[src/rtl/uart_pkg.sv]
// Shared definitions for the UART transmitter: register offsets, status bit
// positions and serializer states.
package uart_pkg;

   localparam logic [3:0] AddrTxData  = 4'h0;
   localparam logic [3:0] AddrStatus  = 4'h4;
   localparam logic [3:0] AddrIntClr  = 4'h8;
   localparam logic [3:0] AddrDivisor = 4'hC;

   localparam int unsigned StatFull  = 0;
   localparam int unsigned StatEmpty = 1;
   localparam int unsigned StatBusy  = 2;
   localparam int unsigned StatOvf   = 3;

   typedef enum logic [1:0] {
      StIdle,
      StStart,
      StData,
      StStop
   } tx_state_e;

   // A programmed divisor of zero is treated as one clock per bit.
   function automatic logic [15:0] eff_div(input logic [15:0] d);
      return (d == 16'd0) ? 16'd1 : d;
   endfunction

endpackage

[src/rtl/sync_fifo.sv]
// Single-clock FIFO with first-word fall-through read data. Pointers carry one
// extra bit so full and empty are distinguishable when the indices match.
module sync_fifo #(
   parameter int unsigned DEPTH = 8,
   parameter int unsigned WIDTH = 8
) (
   input  logic             clk,
   input  logic             rst,
   input  logic             push,
   input  logic [WIDTH-1:0] wdata,
   input  logic             pop,
   output logic [WIDTH-1:0] rdata,
   output logic             full,
   output logic             empty
);

   localparam int unsigned AW = $clog2(DEPTH);
   localparam logic [AW:0] PtrOne = {{AW{1'b0}}, 1'b1};

   logic [AW:0]      wptr_q, rptr_q;
   logic [WIDTH-1:0] mem_q [DEPTH];
   logic             push_ok, pop_ok;

   assign empty  = (wptr_q == rptr_q);
   assign full   = (wptr_q[AW] != rptr_q[AW]) && (wptr_q[AW-1:0] == rptr_q[AW-1:0]);
   assign pop_ok = pop & ~empty;
   // A pop frees a slot in the same cycle, so a push into a full FIFO still lands.
   assign push_ok = push & (~full | pop_ok);
   assign rdata   = mem_q[rptr_q[AW-1:0]];

   always_ff @(posedge clk) begin
      if (rst) begin
         wptr_q <= '0;
         rptr_q <= '0;
      end else begin
         if (push_ok) wptr_q <= wptr_q + PtrOne;
         if (pop_ok)  rptr_q <= rptr_q + PtrOne;
      end
   end

   always_ff @(posedge clk) begin
      if (push_ok) mem_q[wptr_q[AW-1:0]] <= wdata;
   end

endmodule

[src/rtl/uart_tx_fifo.sv]
// Memory-mapped 8N1 UART transmitter with a byte FIFO and a TX-done interrupt.
// The baud divisor is captured at each frame start so it never changes mid-frame.
module uart_tx_fifo
   import uart_pkg::*;
#(
   parameter int unsigned DEPTH     = 8,
   parameter int unsigned DIV_RESET = 16
) (
   input  logic        clk,
   input  logic        rst,
   input  logic        cs,
   input  logic [31:0] bus_addr,
   input  logic [31:0] bus_wr_val,
   input  logic [3:0]  bus_bytesel,
   output logic        bus_ack,
   output logic [31:0] bus_data,
   output logic        txd,
   output logic        inter,
   input  logic        intack
);

   localparam logic [15:0] DivInit = 16'(DIV_RESET);

   logic        cs_q, access, is_wr, is_rd;
   logic [3:0]  addr;
   logic        tx_push, int_clr_wr, div_wr, stat_rd, tx_drop;
   logic [15:0] div_q;
   logic        ovf_q, ovf_d;
   logic        bus_ack_q;
   logic [31:0] bus_data_q, rd_data;
   logic [3:0]  status;

   logic        fifo_full, fifo_empty, fifo_pop;
   logic [7:0]  fifo_rdata;

   tx_state_e   state_q, state_d;
   logic [15:0] cnt_q, div_act_q;
   logic [2:0]  bit_idx_q;
   logic [7:0]  shreg_q;
   logic        bit_end, frame_done, busy;
   logic        txd_d, txd_q;
   logic        done_q, inter_q, inter_d;
   logic        unused_bits;

   assign unused_bits = ^{bus_addr[31:4], bus_wr_val[31:16]};

   // Side effects only on the first cycle of a select.
   assign access     = cs & ~cs_q;
   assign is_wr      = access & (|bus_bytesel);
   assign is_rd      = access & ~(|bus_bytesel);
   assign addr       = bus_addr[3:0];
   assign tx_push    = is_wr && (addr == AddrTxData);
   assign int_clr_wr = is_wr && (addr == AddrIntClr);
   assign div_wr     = is_wr && (addr == AddrDivisor);
   assign stat_rd    = is_rd && (addr == AddrStatus);
   assign tx_drop    = tx_push & fifo_full & ~fifo_pop;
   assign ovf_d      = tx_drop | (ovf_q & ~stat_rd);

   sync_fifo #(
      .DEPTH (DEPTH),
      .WIDTH (8)
   ) u_fifo (
      .clk   (clk),
      .rst   (rst),
      .push  (tx_push),
      .wdata (bus_wr_val[7:0]),
      .pop   (fifo_pop),
      .rdata (fifo_rdata),
      .full  (fifo_full),
      .empty (fifo_empty)
   );

   always_comb begin
      status           = '0;
      status[StatFull]  = fifo_full;
      status[StatEmpty] = fifo_empty;
      status[StatBusy]  = busy;
      status[StatOvf]   = ovf_q;
   end

   always_comb begin
      rd_data = '0;
      if (is_rd) begin
         case (addr)
            AddrStatus:  rd_data = {28'b0, status};
            AddrDivisor: rd_data = {16'b0, div_q};
            default:     rd_data = '0;
         endcase
      end
   end

   always_ff @(posedge clk) begin
      if (rst) begin
         cs_q       <= 1'b0;
         bus_ack_q  <= 1'b0;
         bus_data_q <= '0;
         div_q      <= DivInit;
         ovf_q      <= 1'b0;
      end else begin
         cs_q       <= cs;
         bus_ack_q  <= cs;
         bus_data_q <= rd_data;
         ovf_q      <= ovf_d;
         if (div_wr) div_q <= bus_wr_val[15:0];
      end
   end

   // Serializer: state register.
   always_ff @(posedge clk) begin
      if (rst) state_q <= StIdle;
      else     state_q <= state_d;
   end

   assign bit_end = (cnt_q == div_act_q - 16'd1);

   // Serializer: next state; a pop marks every frame start.
   always_comb begin
      state_d    = state_q;
      fifo_pop   = 1'b0;
      frame_done = 1'b0;
      unique case (state_q)
         StIdle: begin
            if (!fifo_empty) begin
               state_d  = StStart;
               fifo_pop = 1'b1;
            end
         end
         StStart: if (bit_end) state_d = StData;
         StData:  if (bit_end && (bit_idx_q == 3'd7)) state_d = StStop;
         StStop: begin
            if (bit_end) begin
               if (!fifo_empty) begin
                  state_d  = StStart;
                  fifo_pop = 1'b1;
               end else begin
                  state_d    = StIdle;
                  frame_done = 1'b1;
               end
            end
         end
         default: state_d = StIdle;
      endcase
   end

   // Serializer: outputs.
   always_comb begin
      txd_d = 1'b1;
      busy  = (state_q != StIdle);
      unique case (state_q)
         StIdle:  txd_d = 1'b1;
         StStart: txd_d = 1'b0;
         StData:  txd_d = shreg_q[0];
         StStop:  txd_d = 1'b1;
         default: txd_d = 1'b1;
      endcase
   end

   always_ff @(posedge clk) begin
      if (rst) begin
         cnt_q     <= '0;
         bit_idx_q <= '0;
         shreg_q   <= '0;
         div_act_q <= eff_div(DivInit);
      end else if (fifo_pop) begin
         cnt_q     <= '0;
         bit_idx_q <= '0;
         shreg_q   <= fifo_rdata;
         div_act_q <= eff_div(div_q);
      end else if (state_q != StIdle) begin
         if (bit_end) begin
            cnt_q <= '0;
            if (state_q == StData) begin
               bit_idx_q <= bit_idx_q + 3'd1;
               shreg_q   <= shreg_q >> 1;
            end
         end else begin
            cnt_q <= cnt_q + 16'd1;
         end
      end
   end

   // Interrupt sets one cycle after the return to idle; a set beats a clear.
   assign inter_d = done_q | (inter_q & ~(intack | int_clr_wr));

   always_ff @(posedge clk) begin
      if (rst) begin
         txd_q   <= 1'b1;
         done_q  <= 1'b0;
         inter_q <= 1'b0;
      end else begin
         txd_q   <= txd_d;
         done_q  <= frame_done;
         inter_q <= inter_d;
      end
   end

   assign bus_ack  = bus_ack_q;
   assign bus_data = bus_data_q;
   assign txd      = txd_q;
   assign inter    = inter_q;

endmodule
[config.mk]
export PLATFORM = sky130hd
export DESIGN_NAME = uart_tx_fifo
export DESIGN_NICKNAME = d
export VERILOG_FILES = /design/src/rtl/uart_pkg.sv /design/src/rtl/sync_fifo.sv /design/src/rtl/uart_tx_fifo.sv
export SDC_FILE = /design/constraint.sdc
export NUM_CORES = 1
export LEC_CHECK = 0
export CAP_MARGIN = 25
export CORE_UTILIZATION = 42
export CTS_CLUSTER_DIAMETER = 200
export DETAILED_ROUTE_END_ITERATION = 12
export PLACE_DENSITY = 0.62
export SETUP_SLACK_MARGIN = 0.3
export SLEW_MARGIN = 40
export SYNTH_ARGS = -nofsm -noshare
export SYNTH_HDL_FRONTEND = slang
export SYNTH_SLANG_ARGS = --single-unit
[constraint.sdc]
create_clock -name clk -period 4.2 [get_ports clk]
set_input_delay 0.63 -clock clk [delete_from_list [all_inputs] [get_ports clk]]
set_output_delay 0.63 -clock clk [all_outputs]
set_load 0.05 [all_outputs]
==> flow_summary.json <==
{
  "final_cell_mix": "dfxtp_1 (91), edfxtp_1 (64), nor2_1 (62), clkdlybuf4s50_1 (46), mux2i_1 (27)",
  "final_cells": 868,
  "rrSetupSlack_ns": 0.74,
  "num_vias": 4625,
  "final_max_slew_viol_count": 0,
  "gp_congestion": 0.888,
  "cts_buffer_depth": 2,
  "regArea_sq_mm": 0.00379,
  "finish.utilization_pct": 50.9,
  "nets": 722,
  "final_common_cell": "dfxtp_1",
  "ctsRootBufferMaster": "clkbuf_16",
  "r2r_end": "u_fifo.mem_q[1][7]",
  "area_growth_pct": 16.7,
  "async_flop_share_pct": 0,
  "r2r_start": "div_act_q[0]",
  "core_sq_mm": 0.0161,
  "min_from": "done_q",
  "antenna_cells": 0,
  "min_to": "inter",
  "pwr_density_cell_mw_per_mm2": 473,
  "yosysUniqueCellTypes": 67,
  "start_util_pct": 43.6,
  "fin_crit_sh_pct": 82.4,
  "fill_cells": 1422,
  "numCtsBuffers": 17,
  "dieArea_sq_mm": 0.0173,
  "cts_tree": "built",
  "maxCapViolations": 0,
  "hpwl_um": 10800,
  "critPathMaxFanout": 10,
  "synth-adder-area-share_pct": 1.96,
  "synth_ff_type": "dfxtp_1",
  "ys_warn_count": 0,
  "io_pins": 107,
  "r2r_cells": 9,
  "cts.htree.levels": 4,
  "yosys.area.top_type": "edfxtp_1",
  "rsz0062_at_grt": "false",
  "whs_ns": 0.449,
  "synth-simple-area-share_pct": 14.8,
  "drt-total-wl_um": 15200,
  "tns_ns": 0,
  "peakVddDrop_mv": 0.296,
  "skew_ns": 0.00913,
  "critPathArrivalTime_ns": 3.53,
  "die_y_um": 131,
  "drc": 0,
  "postCtsSetupRepairBufs": 0,
  "dieWidth_um": 131,
  "setup_slack_ns": 0.741,
  "layout_min_cycle_time_ns": 3.46,
  "cts_hold_buf": 0,
  "grt_max_degree": 43,
  "worstMarginPinSlew_ns": 0.745,
  "hold_class": "reg -> reg",
  "synth_compound_area_share_pct": 9.47,
  "status": "completed",
  "multi_input_area_sq_mm": 0.00298,
  "grt_usage_pct": 18.8,
  "syn-cell-area_sq_mm": 0.00703,
  "dp_cells": 836,
  "p_leak_uw": 0.00298,
  "synth_edf_count": 64,
  "vias_per_cell": 5.33,
  "grt_pass1_wl_um": 25100,
  "cp.required_ns": 4.27,
  "worstSetupPathType": "reg -> reg",
  "synth_cells": 598,
  "yosysSeqAreaShare_pct": 53.8,
  "synthXorXnorAreaFrac_pct": 4.36,
  "ys_ff_latch": 157,
  "synth.area.mux_share_pct": 10.9,
  "crit_path_start_kind": "register",
  "fp-row-count": 46,
  "fmax_ghz": 0.289,
  "postCtsResizedCells": 0,
  "drive_gt1_share_pct": 12.3,
  "clkTransAtPathRegs_ns": 0.06,
  "yosys-top-cells-area": "edfxtp_1 (27%), dfxtp_1 (26%), mux4_2 (5.1%), mux2i_1 (3.8%), nor2_1 (3.4%)",
  "drtIter0Drc": 208,
  "clk_latency_ns": 0.42,
  "gr-total-overflow": 0,
  "syn-mean-instance-area_sq_um": 11.8,
  "finalSetupViolations": 0,
  "synth_top_family_by_area": "simple AND/OR/NAND/NOR gates",
  "slew_headroom_pct": 50.1,
  "dp_slack_ns": 0.719,
  "cts.sinks": 157,
  "hold_viol_final": 0,
  "antenna_found_initial": 0,
  "ant_nets": 0,
  "endpoint_kind": "register",
  "dr.pass1.iters": 5,
  "synth.top_cell.area_share_pct": 27.4,
  "grt_pass1_vias": 4719,
  "wl_per_cell_um": 17.5,
  "hold_depth": 2,
  "portBuffers": 46
}
==> report_power, final <==
group          switching [uW]  internal, uW  total, uW
clock                     650           948       1600
combinational             322           245        568
sequential               76.7          1640       1710
==> area by class of cell <==
type,instances,area share [%]
flip-flops and latches,157,46.2
multi-input cells,399,36.3
repair buffers,53,6.25
clock buffers,18,5.23
well taps,216,3.30
clock inverters,14,2.23
inverters,11,0.503
==> cells by family after synthesis <==
logic type                 count (synthesis)
adders and majority gates                 11
xor gates and xnor gates                  35
buffers and inverters                     57
and+or+nand+nor                          195
other                                      1
muxes                                     55
DFF                                      157
AOI/OAI and AO/OA                         87
==> state kept, by name (all words and copies together), names as in the netlist, named ones only <==
| signal | cells |
|---|---|
| bit_idx_q | 3 |
| bus_ack | 1 |
| bus_data | 16 |
| cnt_q | 16 |
| div_act_q | 16 |
| div_q | 16 |
| done_q | 1 |
| inter | 1 |
| ovf_q | 1 |
| shreg_q | 8 |
| state_q | 2 |
| txd | 1 |
| u_fifo.mem_q | 64 |
| u_fifo.rptr_q | 4 |
| u_fifo.wptr_q | 4 |
==> worst max-delay path, stage by stage, from the launching register on <==
cell	delay (ns)
dfxtp_1	0.35
inv_1	0.10
ha_1	0.22
nor3b_1	0.47
nand3_1	0.19
a211o_1	0.33
nor4_2	0.39
nand4_2	0.22
a21boi_4	0.29
and4b_1	0.53
==> per-stage QoR <==
stage / total power (uW) / area [sq um]
after floorplan: 2170 / 7080
after global placement: 2300 / 7590
after detailed placement: 2320 / 7590
after CTS: 3910 / 8200
after global routing: 4040 / 8200
final: 3880 / 8200
==> layer usage <==
layer  up-vias  global-route usage (%)  wire (um)
li1       2254                       -          -
met1      2272                    23.8       7010
met2        87                    32.0       7570
met3        12                    4.21        464
met4         0                    5.68        159
met5         -                       0          0
==> how the worst max path moves through the flow <==
stage,startpoint,endpoint,slack (ns),depth (start not counted)
floorplan,div_act_q[2],u_fifo.mem_q[2][0],1.29,9
global placement,cs,u_fifo.mem_q[2][2],0.76,7
detailed placement,div_act_q[0],u_fifo.mem_q[1][5],0.72,9
CTS,div_act_q[0],u_fifo.mem_q[3][0],0.73,9
global route,div_act_q[0],u_fifo.mem_q[1][7],0.37,9
finish,div_act_q[0],u_fifo.mem_q[1][7],0.74,9
==> Yosys cell counts (2+ instances only) <==
cell	n
nand2b_1	3
mux2_2	10
and4b_1	4
a31oi_1	3
edfxtp_1	64
nor4_1	11
or3b_2	2
a211oi_1	10
o211ai_1	2
nor2b_1	10
a211oi_2	2
a22o_1	13
and3_1	11
clkbuf_1	18
mux4_2	16
inv_1	11
xnor2_1	16
nand2_1	20
nand4_1	5
and4_1	5
o2111ai_1	2
nand3b_1	2
nor2_1	63
nor3_1	6
buf_2	3
o21ai_0	8
dfxtp_1	93
buf_4	18
a21o_1	3
ha_1	11
a22oi_1	3
mux2_1	2
buf_6	5
a21oi_1	22
nand3_1	23
xor2_1	19
buf_1	2
a211o_1	2
and2_1	17
o311ai_0	2
or4_1	4
mux2i_1	27
(Power assumes the default switching activity.)
